==> src/rtl/mult_8x8_seq_ctrl_if.sv <==
// mult_8x8_seq_ctrl_if: operand/result handshake and shared 4x4 sub-multiplier port bundle
interface mult_8x8_seq_ctrl_if #(parameter int MODE_W = 2);
    logic                  in_valid;
    logic                  in_ready;
    logic [7:0]            A;
    logic [7:0]            B;
    logic [4*MODE_W-1:0]   quad_mode;
    logic [3:0]            sub_a;
    logic [3:0]            sub_b;
    logic [MODE_W-1:0]     sub_mode;
    logic                  sub_en;
    logic [7:0]            sub_p;
    logic                  out_valid;
    logic                  out_ready;
    logic [15:0]           R;
    logic                  busy;
    modport master (
        output in_valid, A, B, quad_mode, sub_p, out_ready,
        input  in_ready, sub_a, sub_b, sub_mode, sub_en, out_valid, R, busy
    );
    modport slave (
        input  in_valid, A, B, quad_mode, sub_p, out_ready,
        output in_ready, sub_a, sub_b, sub_mode, sub_en, out_valid, R, busy
    );
endinterface

==> src/rtl/mult_8x8_seq_ctrl.sv <==
// mult_8x8_seq_ctrl: 8x8 product from four time-multiplexed 4x4 sub-products, valid/ready both sides
module mult_8x8_seq_ctrl #(
    parameter bit SKIP_ZERO = 1'b0,
    parameter int MODE_W    = 2
) (
    input logic clk,
    input logic rst_n,
    mult_8x8_seq_ctrl_if.slave bus
);
    typedef enum logic [1:0] {IDLE, CALC, DONE} state_t;
    state_t              state_q;
    logic [7:0]          a_q, b_q;
    logic [4*MODE_W-1:0] mode_q;
    logic [15:0]         acc_q, acc_d, r_q;
    logic [1:0]          qcnt_q, qn;
    logic [3:0]          sub_a_q, sub_b_q, an, bn;
    logic [MODE_W-1:0]   sub_mode_q, mn;
    logic                sub_en_q, en_n, out_valid_q, accept;
    logic [3:0]          sh;
    function automatic logic [3:0] nib(input logic [7:0] v, input logic hi);
        return hi ? v[7:4] : v[3:0];
    endfunction
    assign bus.in_ready  = (state_q == IDLE) | ((state_q == DONE) & bus.out_ready);
    assign bus.busy      = state_q != IDLE;
    assign bus.sub_a     = sub_a_q;
    assign bus.sub_b     = sub_b_q;
    assign bus.sub_mode  = sub_mode_q;
    assign bus.sub_en    = sub_en_q;
    assign bus.out_valid = out_valid_q;
    assign bus.R         = r_q;
    // Next quadrant operands are registered one cycle ahead so sub_p lines up with the current quadrant
    always_comb begin
        accept = bus.in_valid & bus.in_ready;
        qn     = qcnt_q + 2'd1;
        an     = accept ? bus.A[3:0] : nib(a_q, qn[1]);
        bn     = accept ? bus.B[3:0] : nib(b_q, qn[0]);
        mn     = accept ? bus.quad_mode[MODE_W-1:0] : mode_q[qn*MODE_W +: MODE_W];
        en_n   = !(SKIP_ZERO && (an == 4'd0 || bn == 4'd0));
        sh     = qcnt_q == 2'd0 ? 4'd0 : qcnt_q == 2'd3 ? 4'd8 : 4'd4;
        acc_d  = acc_q + (sub_en_q ? ({8'd0, bus.sub_p} << sh) : 16'd0);
    end
    always_ff @(posedge clk or negedge rst_n) begin
        if (!rst_n) begin
            state_q     <= IDLE;
            a_q         <= '0;
            b_q         <= '0;
            mode_q      <= '0;
            acc_q       <= '0;
            r_q         <= '0;
            qcnt_q      <= '0;
            sub_a_q     <= '0;
            sub_b_q     <= '0;
            sub_mode_q  <= '0;
            sub_en_q    <= 1'b0;
            out_valid_q <= 1'b0;
        end else if (accept) begin
            state_q     <= CALC;
            a_q         <= bus.A;
            b_q         <= bus.B;
            mode_q      <= bus.quad_mode;
            acc_q       <= '0;
            qcnt_q      <= '0;
            sub_a_q     <= an;
            sub_b_q     <= bn;
            sub_mode_q  <= mn;
            sub_en_q    <= en_n;
            out_valid_q <= 1'b0;
        end else if (state_q == CALC) begin
            acc_q  <= acc_d;
            qcnt_q <= qn;
            if (qcnt_q == 2'd3) begin
                state_q     <= DONE;
                r_q         <= acc_d;
                out_valid_q <= 1'b1;
                sub_en_q    <= 1'b0;
            end else begin
                sub_a_q    <= an;
                sub_b_q    <= bn;
                sub_mode_q <= mn;
                sub_en_q   <= en_n;
            end
        end else if (state_q == DONE && bus.out_ready) begin
            state_q     <= IDLE;
            out_valid_q <= 1'b0;
        end
    end
endmodule

==> src/flat_wrapper.sv <==
// flat-port wrapper written by rule: the top's interface ports become plain ports
module mult_8x8_seq_ctrl_flat 
#(
    parameter bit SKIP_ZERO = 1'b0,
    parameter int MODE_W    = 2
)
  (clk, rst_n, bus_in_valid, bus_A, bus_B, bus_quad_mode, bus_sub_p, bus_out_ready, bus_in_ready, bus_sub_a, bus_sub_b, bus_sub_mode, bus_sub_en, bus_out_valid, bus_R, bus_busy);
  mult_8x8_seq_ctrl_if #(.MODE_W(MODE_W)) bus_i ();
  input logic clk;
  input logic rst_n;
  input wire logic [$bits(bus_i.in_valid)-1:0] bus_in_valid;
  input wire logic [$bits(bus_i.A)-1:0] bus_A;
  input wire logic [$bits(bus_i.B)-1:0] bus_B;
  input wire logic [$bits(bus_i.quad_mode)-1:0] bus_quad_mode;
  input wire logic [$bits(bus_i.sub_p)-1:0] bus_sub_p;
  input wire logic [$bits(bus_i.out_ready)-1:0] bus_out_ready;
  output wire logic [$bits(bus_i.in_ready)-1:0] bus_in_ready;
  output wire logic [$bits(bus_i.sub_a)-1:0] bus_sub_a;
  output wire logic [$bits(bus_i.sub_b)-1:0] bus_sub_b;
  output wire logic [$bits(bus_i.sub_mode)-1:0] bus_sub_mode;
  output wire logic [$bits(bus_i.sub_en)-1:0] bus_sub_en;
  output wire logic [$bits(bus_i.out_valid)-1:0] bus_out_valid;
  output wire logic [$bits(bus_i.R)-1:0] bus_R;
  output wire logic [$bits(bus_i.busy)-1:0] bus_busy;
  assign bus_i.in_valid = bus_in_valid;
  assign bus_i.A = bus_A;
  assign bus_i.B = bus_B;
  assign bus_i.quad_mode = bus_quad_mode;
  assign bus_i.sub_p = bus_sub_p;
  assign bus_i.out_ready = bus_out_ready;
  assign bus_in_ready = bus_i.in_ready;
  assign bus_sub_a = bus_i.sub_a;
  assign bus_sub_b = bus_i.sub_b;
  assign bus_sub_mode = bus_i.sub_mode;
  assign bus_sub_en = bus_i.sub_en;
  assign bus_out_valid = bus_i.out_valid;
  assign bus_R = bus_i.R;
  assign bus_busy = bus_i.busy;
  mult_8x8_seq_ctrl #(.SKIP_ZERO(SKIP_ZERO), .MODE_W(MODE_W)) u_core (.clk(clk), .rst_n(rst_n), .bus(bus_i));
endmodule
==> config.mk <==
export PLATFORM = sky130hd
export DESIGN_NAME = mult_8x8_seq_ctrl_flat
export DESIGN_NICKNAME = d
export VERILOG_FILES = /design/src/rtl/mult_8x8_seq_ctrl_if.sv /design/src/rtl/mult_8x8_seq_ctrl.sv /design/src/flat_wrapper.sv
export SDC_FILE = /design/constraint.sdc
export NUM_CORES = 1
export LEC_CHECK = 0
export ABC_AREA = 1
export CORE_MARGIN = 10
export CORE_UTILIZATION = 45
export DETAILED_ROUTE_END_ITERATION = 16
export GPL_TIMING_DRIVEN = 0
export HOLD_SLACK_MARGIN = 0.05
export MAX_ROUTING_LAYER = met4
export PLACE_DENSITY = 0.66
export SLEW_MARGIN = 20
export SYNTH_ARGS = -nofsm -noshare
export SYNTH_HDL_FRONTEND = slang
export SYNTH_SLANG_ARGS = --single-unit
export TNS_END_PERCENT = 30
==> constraint.sdc <==
create_clock -name clk -period 4.5 [get_ports clk]
set_clock_uncertainty 0.2 [all_clocks]
set_input_delay 0.9 -clock clk [delete_from_list [all_inputs] [get_ports clk]]
set_output_delay 0.9 -clock clk [all_outputs]
set_load 0.02 [all_outputs]
=== Word-level counts from Yosys, hierarchy flattened ===
Index checks and enable logic that the tools add are counted.

* Register bits: 72
* Input port bits: 36
* Output and inout bits: 30
* Word-level logic and storage cells: 66

* Add/subtract/negate cells: 2
* Eq/ne operators: 5
* Shift operators: 2
* Multiplexer cells: 32
* Bitwise logic cells: 4
* Reductions and logical operators: 9

{| class="wikitable"
|+ Operator list
! kind !! number
|-
| 16-bit 2-to-1 mux || 3
|-
| 4-bit 2-to-1 mux || 12
|-
| 2-bit 2-to-1 mux || 10
|-
| 16-bit adder || 1
|-
| 8-bit by 4-bit left shift with 16-bit output || 1
|-
| 8-bit by 4-bit indexed part select with 2-bit output || 1
|-
| 1-bit 2-to-1 mux || 7
|-
| 2-bit == test, second input constant || 2
|-
| 2-bit zero test || 2
|-
| 2-bit AND reduction || 2
|-
| 2-bit nonzero test || 2
|-
| 3-bit by 1-bit != test with 1-bit output, second input constant || 1
|-
| 3-bit AND reduction || 1
|-
| 3-bit nonzero test || 1
|-
| 2-bit by 1-bit adder with 2-bit output, second input constant || 1
|-
| 1-bit bitwise AND || 2
|-
| 2-bit by 1-bit == test with 1-bit output, second input constant || 1
|-
| 2-bit by 1-bit != test with 1-bit output, second input constant || 1
|-
| 1-bit logical AND || 1
|-
| 1-bit NOT || 1
|-
| 1-bit bitwise OR || 1
|}

=== Depth between registers and ports, before layout ===
Gate-level depths: netlist (run 1).

* Depth after elaboration: 8
* Depth in mapped cells: 16
* Mapped depth without buffers: 15

=== Worst setup path before layout (run 1) ===
OpenSTA, ideal clock, no wires.

* Kind: reg-to-reg
* Start: register u_core.qcnt_q[0]
* End: register u_core.acc_q[6]
* Data arrival time: 2.323 ns
* Setup slack: 1.859 ns
* Stages on the path, launching flop included: 15
* Path buffers: 1
* Cells stage by stage: dfrtp_1 -> ha_1 -> buf_2 -> inv_1 -> nand2_1 -> nor2_1 -> ha_1 -> fa_1 -> nand2_1 -> nand2_1 -> nand3b_1 -> nand2_1 -> or2_2 -> nand3_1 -> nand2_1

* Cells in the longest elaborated chain, start to end: 8

{| class="wikitable"
|+ Ends and longest elaborated chain
! what !! RTL line !! source
|-
| start: declaration || mult_8x8_seq_ctrl.sv:15 || <nowiki>logic [1:0] qcnt_q, qn;</nowiki>
|-
| start signal: assignment || mult_8x8_seq_ctrl.sv:70 || <nowiki>qcnt_q <= qn;</nowiki>
|-
| 2-bit == test || mult_8x8_seq_ctrl.sv:39 || <nowiki>sh = qcnt_q == 2'd0 ? 4'd0 : qcnt_q == 2'd3 ? 4'd8 : 4'd4;</nowiki>
|-
| 4-bit 2-to-1 mux || mult_8x8_seq_ctrl.sv:39 ||
|-
| 4-bit 2-to-1 mux (*) || mult_8x8_seq_ctrl.sv:39 ||
|-
| 8-bit by 4-bit left shift with 16-bit output (*) || mult_8x8_seq_ctrl.sv:40 || <nowiki>acc_d = acc_q + (sub_en_q ? ({8'd0, bus.sub_p} << sh) : 16'd0);</nowiki>
|-
| 16-bit 2-to-1 mux (*) || mult_8x8_seq_ctrl.sv:40 ||
|-
| 16-bit adder (*) || mult_8x8_seq_ctrl.sv:40 ||
|-
| 16-bit 2-to-1 mux (*) || mult_8x8_seq_ctrl.sv:68 || <nowiki>end else if (state_q == CALC) begin</nowiki>
|-
| 16-bit 2-to-1 mux (*) || mult_8x8_seq_ctrl.sv:56 || <nowiki>end else if (accept) begin</nowiki>
|-
| end signal: assignment || mult_8x8_seq_ctrl.sv:48 || <nowiki>acc_q <= '0;</nowiki>
|-
| end signal: assignment || mult_8x8_seq_ctrl.sv:61 || <nowiki>acc_q <= '0;</nowiki>
|-
| end signal: assignment || mult_8x8_seq_ctrl.sv:69 || <nowiki>acc_q <= acc_d;</nowiki>
|-
| end: declaration || mult_8x8_seq_ctrl.sv:14 || <nowiki>logic [15:0] acc_q, acc_d, r_q;</nowiki>
|}

Every way passes the cells marked *; elsewhere a longest branch is shown, timed or not. The select of a mux whose other input is x is not followed.
A chain may end at the register's enable or synchronous reset.

=== Worst setup path after layout (run 1) ===
* Start: input port bus_out_ready
* End: output port bus_in_ready

* Cells in the longest elaborated chain, start to end: 2

{| class="wikitable"
|+ Ends and longest elaborated chain
! what !! RTL line !! source
|-
| start: declaration || flat_wrapper.sv:16 || <nowiki>input wire logic [$bits(bus_i.out_ready)-1:0] bus_out_ready;</nowiki>
|-
| 1-bit bitwise AND || mult_8x8_seq_ctrl.sv:23 || <nowiki>assign bus.in_ready = (state_q == IDLE) | ((state_q == DONE) & bus.out_ready);</nowiki>
|-
| 1-bit bitwise OR || mult_8x8_seq_ctrl.sv:23 ||
|-
| end: declaration || flat_wrapper.sv:17 || <nowiki>output wire logic [$bits(bus_i.in_ready)-1:0] bus_in_ready;</nowiki>
|}

No other way between the ends.

==> results of run 1 <==
==> metrics by stage <==
step | hold slack (ns) | utilization
after CTS | 0.257 | 0.575
after global placement | 0.258 | 0.549
after floorplan | 0.244 | -
after detailed placement | 0.262 | 0.552
final | 0.245 | 0.575
after global routing | 0.260 | 0.575
==> area by class of cell <==
cell class              instances  area share
plain buffers                  16      0.0202
clock buffers                  10      0.0257
clock inverters                 6      0.0139
inverters                      55      0.0416
multi-input cells             387       0.378
flip-flops and latches         71       0.358
well taps                     108      0.0272
repair buffers                 66       0.136
==> power by group <==
part           total [mW]  switching, mW  internal (mW)
Sequential          0.662        0.00828          0.653
Combinational       0.104         0.0517         0.0523
Clock               0.522          0.263          0.259
Total                1.29          0.323          0.965
==> worst paths after layout <==
check | slack, ns | depth (start not counted) | to
max in group asynchronous | 3.30 | 2 | u_core.mode_q[4]
max | 1.19 | 4 | bus_in_ready
min | 0.24 | 1 | u_core.acc_q[1]
min reg2reg | 0.28 | 2 | u_core.b_q[0]
min in group clk | 0.28 | 2 | u_core.b_q[0]
max reg2reg | 1.41 | 15 | u_core.bus.R[8]
==> cell usage in the layout, fill, tap and decap left out, types with 2 or more instances in the layout <==
cell,instances
buf_4,2
or2_1,3
o22ai_1,4
nand2_2,2
nand2_1,230
nand3b_1,4
nor2_4,2
buf_2,11
o2111ai_1,3
o21ai_0,22
ha_1,16
clkbuf_1,2
clkbuf_8,9
xor2_1,2
inv_1,51
or2_2,2
mux2i_1,3
buf_6,3
o21ai_1,3
clkinv_4,2
inv_2,4
clkdlybuf4s50_1,64
dfrtp_1,71
xnor2_1,2
nand3_1,37
nor2_1,26
o211ai_1,4
a21oi_1,9
nor3_1,3
==> sequential cells by signal (all words and copies together), names as in the netlist <==
signal and count:
u_core.b_q 8, u_core.bus.sub_mode 2, u_core.mode_q 8, u_core.a_q 8, u_core.bus.sub_en 1, u_core.bus.R 16, u_core.bus.sub_b 4, u_core.bus.sub_a 4
u_core.state_q 2, u_core.qcnt_q 2, u_core.acc_q 16
==> kinds of logic (layout without fill, tap and decap cells) <==
group           after synthesis  in the layout  synth area share
mux                           3              3           0.00759
simple gates                312            312             0.322
buf+inv                      71            153            0.0775
compound gates               51             51            0.0790
flops                        71             71             0.449
fa+ha+maj                    17             17            0.0556
xor+xnor                      4              4           0.00885
==> metal layers <==
layer	GRT usage	up-vias	routed length, um
li1	-	1824	-
met1	0.210	1651	4830
met2	0.278	89	4910
met3	0.0346	21	477
met4	0.0718	0	244
met5	-	-	0
==> results.toml, run 1 <==
[worst_setup_path]
worstPathCellList = "clkdlybuf4s50_1 > inv_1 > a21oi_2 > clkdlybuf4s50_1"
r2r-start = "u_core.qcnt_q[0]"
worstPathArrival_ns = 2.21
startpoint = "bus_out_ready"
worstSetupStartpointType = "primary input"
cp_max_fo = 2
max_stage_delay_ns = 0.64
crit_family = "buffers and inverters"
crit_path_top_delay_cell = "clkdlybuf4s50_1"
crit_type = "in2out"
endpoint_kind = "output pin"
crit_top_cell = "clkdlybuf4s50_1"
crit_required_ns = 3.40
cp_num_buf_inv = 3

[hold_path]
hold_path.class = "in2async"

[logic_synthesis]
post-synth-top-count-cell = "nand2_1"
synthCells = 529
yosysTopAreaCell = "dfrtp_1"
syn_area_um2 = 3960
netlist_top_cells_count = "nand2_1, dfrtp_1, inv_1, nand3_1, nor2_1"
ys_warn_count = 0
synthArstFlopShare = 1.00
yosysTopAreaCellShare = 0.449
synth_seq_cells = 71
synth_cell_types = 36
synth_flop_cell = "dfrtp_1"
synth.avg_cell_area_um2 = 7.48
yosysSeqAreaShare = 0.449
synth_edf_count = 0
synthTopCellsByArea = "dfrtp_1, nand2_1, ha_1"
synth_nets = 582

[detailed_routing]
wirelength_mm = 10.5
viasPerCell = 4.99
drt_iter0_markers = 146
dr_total_vias = 3585
remaining_drc_errors = 0
post_drt_wl_per_cell_um = 14.6
first_pass_iters = 4
ant_nets = 0

[die]
start_util = 0.458
coreArea_um2 = 8640
rows = 34
die-area_um2 = 12900
ios = 66
die_h_um = 114
die_w_um = 114

[timing]
rsz0062_at_grt = "false"
hold_violations = 0
slew_violations = 0
min_period_ns = 3.31
finalCritPeriodShare = 0.736
worst_slew_pin_slew_ns = 0.501
max_freq_ghz = 0.302
setup-tns-final_ns = 0
setup_viol = 0
post-route-worst-setup-slack_ns = 1.19
relSlewSlack = 0.666

[placed_design]
preCtsSetupSlack_ns = 1.18
dpl.cell_count = 703
dp_hpwl_mm = 8.02
port_buffers = 65
post_dp_cell_area_um2 = 4770
gp_congestion = 0.939

[outcome]
outcome = "finished clean"

[flow_run]
maxCapViolations = 0

[cells_and_area]
design_area_um2 = 4960
regArea_um2 = 1780
nFillCells = 819
nNetsFinal = 659
fin_cells = 719
antennaDiodeCount = 0
area_growth_syn_to_layout_pct = 25.5
drive_gt1_frac = 0.0753
multi_input_area_um2 = 1870

[clock_tree]
cts-root-buf = "clkbuf_8"
clk_pin_slew_ns = 0.08
clk_latency_ns = 0.36
cts_num_sinks = 71
htreeDepth = 3
cts_buffers = 9
cts_tree = "done"
cts_resized = 0
ctsLongestPathBuffers = 2
post-cts-setup-buffers = 0
cts.hold.buffers_added = 0

[pwr]
peakVddDrop_mv = 0.139
p_per_area_nw_per_um2 = 259
power.leakage_nw = 2.61
finalPower_mw = 1.29

[global_routing]
grt_pass1_vias = 3615
overflow = 0
grt_pass1_wl_mm = 17.6
antenna_found_initial = 0
grtUsageTotal = 0.173
grt_max_degree = 47
No activity file was read; power rests on OpenSTA's default activity.
==> inputs of run 2 (changes only) <==
PLACE_DENSITY = 0.69   (was 0.66)
clock period = 3 ns   (was 4.5 ns; I/O delays follow)
==> run 2 against run 1 <==
  * Setup slack worse by 1.1 ns
  * Wire length up 2.2%
  * Global-route usage grew 0.28 points
  * Count of clock-buffer cells in the layout up 2
  * Clock power increased by 53%
  * Cell count grew 1.7%
  * Power rose by 52%
  * Utilization up 2.3 points
  * Critical path type is now reg2reg
==> results.toml, run 2 (synthesis results as in run 1) <==
[outcome]
outcome = "finished clean"

[global_routing]
antenna_found_initial = 0
grtUsageTotal = 0.176
grt_pass1_wl_mm = 18.0
overflow = 0
grt_max_degree = 50
grt_pass1_vias = 3686

[flow_run]
maxCapViolations = 0

[placed_design]
dp_hpwl_mm = 8.21
port_buffers = 65
dpl.cell_count = 703
gp_congestion = 0.943

[die]
die-area_um2 = 12900
rows = 34
die_w_um = 114
coreArea_um2 = 8640
start_util = 0.458
die_h_um = 114
ios = 66

[pwr]
combPwrFrac = 0.083
peakVddDrop_mv = 0.198
power.leakage_nw = 2.68
p_sw_frac = 0.236
p_per_area_nw_per_um2 = 378
clkPwrFrac = 0.409
p_int_mw = 1.49
p_switching_uw = 460
power.share.sequential = 0.508

[cells_and_area]
area_growth_syn_to_layout_pct = 30.5
fin_cells = 731
drive_gt1_frac = 0.120
antennaDiodeCount = 0
nNetsFinal = 671
final_cell_mix = "nand2_1, dfrtp_1, clkdlybuf4s50_1, inv_1, nand3_1"
final_common_cell = "nand2_1"

[worst_setup_path]
endpoint_kind = "flip-flop"
crit_required_ns = 3.05
crit_type = "reg2reg"
worstPathArrival_ns = 2.91
worstSetupStartpointType = "flip-flop"
cp_max_fo = 8

[timing]
max_freq_ghz = 0.349
finalCritPeriodShare = 0.954
whs_ns = 0.276
hold_violations = 0
setup_viol = 0
relSlewSlack = 0.586
slew_violations = 0
worst_slew_pin_slew_ns = 0.621
min_period_ns = 2.86

[clock_tree]
cts_buffers = 9
cts_num_sinks = 71
htreeDepth = 3
cts_tree = "done"
cts-root-buf = "clkbuf_8"
clk_latency_ns = 0.35
ctsLongestPathBuffers = 2
clk_pin_slew_ns = 0.08

[detailed_routing]
first_pass_iters = 4
drt_iter0_markers = 156
viasPerCell = 4.93
dr_total_vias = 3606
remaining_drc_errors = 0
post_drt_wl_per_cell_um = 14.6
ant_nets = 0
wirelength_mm = 10.7

[hold_path]
hold_path.class = "reg2reg"
[run 2: changes by cell type in the layout (fill, tap and decap cells not counted), sizes merged]
cell         previous run  this run
inv                    56        54
dlygate4sd3             0         1
buf                    17        27
clkinvlp                1         3
clkinv                  3         1
clkbuf                 11        14
[run 2: layout make-up]
| type | count | area, um^2 |
|---|---|---|
| clock buffer | 12 | 155 |
| timing repair buffer | 78 | 768 |
| buffer | 16 | 123 |
| inverter | 55 | 210 |
| multi-input combinational | 387 | 1940 |
| clock inverter | 4 | 53.8 |
| tap | 108 | 135 |
| sequential | 71 | 1780 |
| fill | 807 | 3470 |
[run 2: path summary, 6_finish.rpt]
kind / from / endpoint / slack [ns] / depth (start not counted)
setup / recovery: u_core.qcnt_q[1] / u_core.acc_q[6] / 0.14 / 13
hold / removal: u_core.mode_q[7] / u_core.mode_q[7] / 0.28 / 2
setup reg to reg: u_core.qcnt_q[1] / u_core.acc_q[6] / 0.14 / 13
hold reg to reg: u_core.mode_q[7] / u_core.mode_q[7] / 0.28 / 2
max in group asynchronous: rst_n / u_core.bus.sub_b[1] / 1.57 / 3
min in group asynchronous: rst_n / u_core.bus.R[4] / 0.47 / 2
[run 2: stage by stage]
stage,cell area (um^2),power (mW),TNS [ns],setup WS (ns),util
after CTS,5030,1.98,0,0.00199,0.582
after global placement,4740,1.16,-95.13,-1.34,0.549
after detailed placement,4770,1.17,-0.781,-0.147,0.552
final,5170,1.95,0,0.138,0.598
after global routing,5170,2.05,-0.0298,-0.0136,0.598
after floorplan,3960,1.07,0,0.359,-
[run 2: power by group through the flow]
stage,Combinational (mW),Sequential (mW),Clock [mW]
6_report,0.162,0.993,0.800
5_1_grt,0.182,0.995,0.870
4_1_cts,0.160,0.993,0.825
3_5_place_dp,0.158,1.01,0
3_3_place_gp,0.152,1.01,0
2_1_floorplan,0.0527,1.02,0
[run 2: what timing repair did]
item,CTS,global route
hold endpoints to repair,22,0
pin swaps,0,3
hold buffers,1,0
buffers inserted,3,8
resized for setup,4,22
setup endpoints to repair,18,24
[run 2: routing by layer]
layer	global-route usage	wire (um)	part of all wire	vias up
met3	0.0331	456	0.043	9
met5	-	0	0	-
met4	0.0635	102	0.0095	0
li1	-	-	-	1848
met2	0.284	5190	0.49	79
met1	0.217	4950	0.46	1670
[run 2: worst max-delay path: stages (launching register included)]
cell	delay (ns)
dfrtp_1	0.39
ha_2	0.34
buf_8	0.13
clkinvlp_4	0.14
buf_4	0.18
nand2_1	0.09
nor2_1	0.05
ha_1	0.32
or2_0	0.25
nand3b_1	0.11
nand2_1	0.12
or2_2	0.31
nand3_1	0.07
nand2_1	0.06
==> inputs of run 3 (changes only) <==
SKIP_CTS_REPAIR_TIMING = 1   (was default)
==> run 3 against run 2 <==
  * Count of clock-buffer cells in the layout unchanged
  * Clock power rose by 0.5%
  * Hold slack about the same
  * Largest power group unchanged
  * Setup slack improved by 0.0093 ns
  * Highest routed layer unchanged
  * Critical path type unchanged
  * Global-route usage decreased by 0.091 points
  * Flip-flop and latch count did not move
==> results.toml, run 3 (synthesis results as in run 1) <==
[timing]
relSlewSlack = 0.596
slew_violations = 0
hold_violations = 0
setup_viol = 0
max_freq_ghz = 0.351
finalCritPeriodShare = 0.951
min_period_ns = 2.85
worst_slew_pin_slew_ns = 0.606
whs_ns = 0.276

[detailed_routing]
ant_nets = 0
post_drt_wl_per_cell_um = 14.7
first_pass_iters = 4
wirelength_mm = 10.7
viasPerCell = 4.92
drt_iter0_markers = 158
remaining_drc_errors = 0
dr_total_vias = 3595

[clock_tree]
clk_latency_ns = 0.36
ctsLongestPathBuffers = 2
cts_num_sinks = 71
cts_tree = "done"
clk_pin_slew_ns = 0.08
cts-root-buf = "clkbuf_8"
htreeDepth = 3
cts_buffers = 9

[die]
die_w_um = 114
ios = 66
die_h_um = 114
coreArea_um2 = 8640
die-area_um2 = 12900
start_util = 0.458
rows = 34

[cells_and_area]
nNetsFinal = 670
drive_gt1_frac = 0.125
area_growth_syn_to_layout_pct = 30.4
final_cell_mix = "nand2_1, dfrtp_1, clkdlybuf4s50_1, inv_1, nand3_1"
design_area_um2 = 5160
antennaDiodeCount = 0
final_common_cell = "nand2_1"

[worst_setup_path]
reg2reg_slack_ns = 0.15
cp_max_fo = 8
crit_type = "reg2reg"
worstPathArrival_ns = 2.90
endpoint_kind = "flip-flop"
crit_required_ns = 3.04
worstSetupStartpointType = "flip-flop"

[global_routing]
grt_max_degree = 50
grt_pass1_vias = 3678
antenna_found_initial = 0
overflow = 0
grtUsageTotal = 0.175
grt_pass1_wl_mm = 17.9

[hold_path]
hold_path.class = "reg2reg"

[flow_run]
maxCapViolations = 0

[placed_design]
post_dp_cell_area_um2 = 4770
gp_congestion = 0.943
dp_hpwl_mm = 8.21
port_buffers = 65

[pwr]
power.leakage_nw = 2.67
finalPower_mw = 1.96
peakVddDrop_mv = 0.198
p_per_area_nw_per_um2 = 379

[outcome]
outcome = "finished clean"
[run 3: per-layer routing]
layer | global-route usage | share of wire | up-vias
met5 | - | 0 | -
li1 | - | - | 1847
met2 | 0.283 | 0.48 | 77
met3 | 0.0325 | 0.040 | 16
met4 | 0.0643 | 0.017 | 0
met1 | 0.215 | 0.46 | 1655
[run 3: path summary, 6_finish.rpt]
kind	from	cells past startpoint	to
hold / removal	u_core.mode_q[7]	2	u_core.mode_q[7]
max in group asynchronous	rst_n	3	u_core.bus.sub_b[1]
setup reg to reg	u_core.qcnt_q[1]	13	u_core.bus.R[7]
hold reg to reg	u_core.mode_q[7]	2	u_core.mode_q[7]
setup / recovery	u_core.qcnt_q[1]	13	u_core.bus.R[7]
min in group asynchronous	rst_n	2	u_core.bus.R[4]
[run 3: through the flow]
stage / TNS [ns] / setup slack [ns] / instances / util
final: 0 / 0.147 / 730 / 0.597
after detailed placement: -0.781 / -0.147 / 703 / 0.552
after global routing: -0.121 / -0.0341 / 730 / 0.597
after global placement: -95.13 / -1.34 / 702 / 0.549
after CTS: -1.20 / -0.169 / 719 / 0.576
after floorplan: 0 / 0.359 / 529 / -
[run 3: report_power, final]
part	switching [mW]	internal, mW
Sequential	0.0125	0.981
Combinational	0.0798	0.0809
Clock	0.373	0.431
Total	0.465	1.49
[run 3: worst max-delay path, cell delays in order, from the launching register on]
cell,delay (ns)
dfrtp_1,0.39
ha_2,0.34
buf_8,0.12
clkinvlp_4,0.18
buf_4,0.18
nand2_1,0.07
nor2_1,0.06
ha_1,0.31
or2_1,0.26
nand3_1,0.11
nand2_2,0.09
or2_1,0.24
nand3_1,0.12
nand2_1,0.06
[run 3: layout make-up]
cell class,count,area [um^2]
flip-flops and latches,71,1780
clock inverters,4,53.8
fillers,808,3480
clock buffers,12,155
inverters,55,210
multi-input cells,387,1950
repair buffers,77,761
plain buffers,16,119
well taps,108,135
==> patch, RTL diff (flow settings as in run 2) <==
The 3 states of `state_t` get a one-hot encoding in 3 bits.
--- a/src/rtl/mult_8x8_seq_ctrl.sv
+++ b/src/rtl/mult_8x8_seq_ctrl.sv
@@ -9,3 +9,3 @@
 );
-    typedef enum logic [1:0] {IDLE, CALC, DONE} state_t;
+    typedef enum logic [2:0] {IDLE = 3'b001, CALC = 3'b010, DONE = 3'b100} state_t;
     state_t              state_q;
Check against the original RTL: same outputs for any inputs over 10 cycles, from zero or initial values and one cycle with rst_n low; not proved beyond that.
==> patch against run 2 <==
- hold slack gained 0.0048 ns
- synthesized area is 1.5% higher
- routed wire length grew 3.8%
- non-clock buffer count fell by 9
- worst setup slack improved by 0.019 ns
- largest cell class unchanged
- final area decreased by 0.82%
- sequential cell count up 1
Power is left out: it rests on default switching activity, and per cell area and clock period it moved more than threefold.
==> patch: results (changes against run 2) <==
mappedNetlistNets: 607  # +4.3%
grt_pass1_wl_mm: 18.6  # +3.5%
min_path_type: "flip-flop to flip-flop"
crit_path_end: "u_core.acc_q[15]$_DFFE_PN0N_"
dp.cells: 727  # +3.4%
worst_hold_path.endpoint: "u_core.bus.R[12]$_DFFE_PN0P_"
pre_cts_setup_slack_ns: -0.552  # -0.404 ns
grt_start_max_net_pins: 42  # -16%
wl_per_cell_um: 14.9  # +2.0%
least_margin_pin_slew_ns: 0.629  # +0.00808 ns
hold-worst-slack_ns: 0.280  # +0.00479 ns
hold_path.startpoint: "u_core.bus.R[12]$_DFFE_PN0P_"
synth_sequential_area_ratio_pct: 44.9  # about the same
final.fill_count: 835  # +3.5%
worst_skew_pair.late_latency_ns: 0.35  # about the same
worstRegToRegCells: 14  # +1
layout.nets: 685  # +2.1%
drc_violations_left: 0  # unchanged
start_kind: "flip-flop"
cts.path.max_buffers: 2  # unchanged
result_of_the_run: "completed"
synth.lib_cells_used.distinct: 31  # -14%
yosys-top-cells-count: "sky130_fd_sc_hd__nand2_1, sky130_fd_sc_hd__dfrtp_1, sky130_fd_sc_hd__inv_1"
synth-warning-count: 0  # unchanged
grt.total_usage_pct: 18.1  # +0.43 points
timing.rr.end: "u_core.acc_q[15]$_DFFE_PN0N_"
synthesized_area_per_cell_um2: 7.26  # -2.9%
crit_slowest_cell: "sky130_fd_sc_hd__dfrtp_2"
critical-path-max-stage-delay_ns: 0.44  # +0.05 ns
timing.critical_path.fanout_max: 10  # +2
async_flop_share_pct: 100  # unchanged
layout_setup_ws_ns: 0.157  # +0.0187 ns
drive_gt1_share_pct: 8.49  # -3.5 points
detail_route.first_pass.iterations: 4  # unchanged
detail_route.iter0.violations: 158  # +1.3%
place_area_mm2: 0.00482  # +1.0%
place_hpwl_mm: 8.56  # +4.2%
cp_data_arrival_time_ns: 2.88  # -0.03 ns
post_drt_via_cell_ratio: 4.98  # +0.92%
grt_pass1_vias: 3818  # +3.6%
gp_routability_congestion: 0.947  # +0.38%
post_synth_main_area_contributors: "sky130_fd_sc_hd__dfrtp_1, sky130_fd_sc_hd__nand2_1, sky130_fd_sc_hd__ha_1"
layoutNonFillerInstCount: 744  # +1.8%
timing.rr.start: "u_core.qcnt_q[0]$_DFFE_PN0N_"
patch: changes by cell type after synthesis, moves of 3 or more:
cell / run 2 / this run
sky130_fd_sc_hd__o211ai_1: 4 / 0
sky130_fd_sc_hd__clkbuf_1: 1 / 4
sky130_fd_sc_hd__a21oi_1: 9 / 12
sky130_fd_sc_hd__nand3_1: 37 / 27
sky130_fd_sc_hd__o2111ai_1: 3 / 0
sky130_fd_sc_hd__nand2_1: 230 / 246
sky130_fd_sc_hd__o21ai_1: 3 / 10
sky130_fd_sc_hd__nor2_1: 26 / 33
sky130_fd_sc_hd__buf_6: 3 / 0
sky130_fd_sc_hd__or2_1: 3 / 0
sky130_fd_sc_hd__a31oi_1: 1 / 10
patch: cells by family after synthesis:
kind of cell    count (synthesis)  synth area share (%)
buf+inv                        76                  7.67
xor+xnor                        5                  1.09
compound gates                 58                  7.76
simple gates                  321                  32.0
mux                             3                 0.748
fa+ha+maj                      18                  5.80
flops                          72                  44.9
patch: final cells by class:
class                   count  area (µm²)  area share, %
repair buffers             68         686           13.4
plain buffers              17        96.3           1.88
well taps                 108         135           2.64
multi-input cells         405        1960           38.3
clock buffers              12         145           2.83
inverters                  58         220           4.30
flip-flops and latches     72        1800           35.2
clock inverters             4        76.3           1.49
patch: layer usage:
layer	vias to the layer above	GRT usage (%)	wire (µm)
met5	-	-	0
met4	0	4.43	122
met3	11	3.98	570
met2	99	28.1	5100
met1	1709	23.3	5310
li1	1885	-	-
patch: what timing repair did:
item | CTS | global route
pin swaps | 0 | 1
resized for setup | 7 | 12
setup buffers | 0 | 1
gates cloned | 0 | 0
hold buffers | 1 | 0
hold endpoints to repair | 30 | 0
endpoints found under the setup margin | 24 | 22
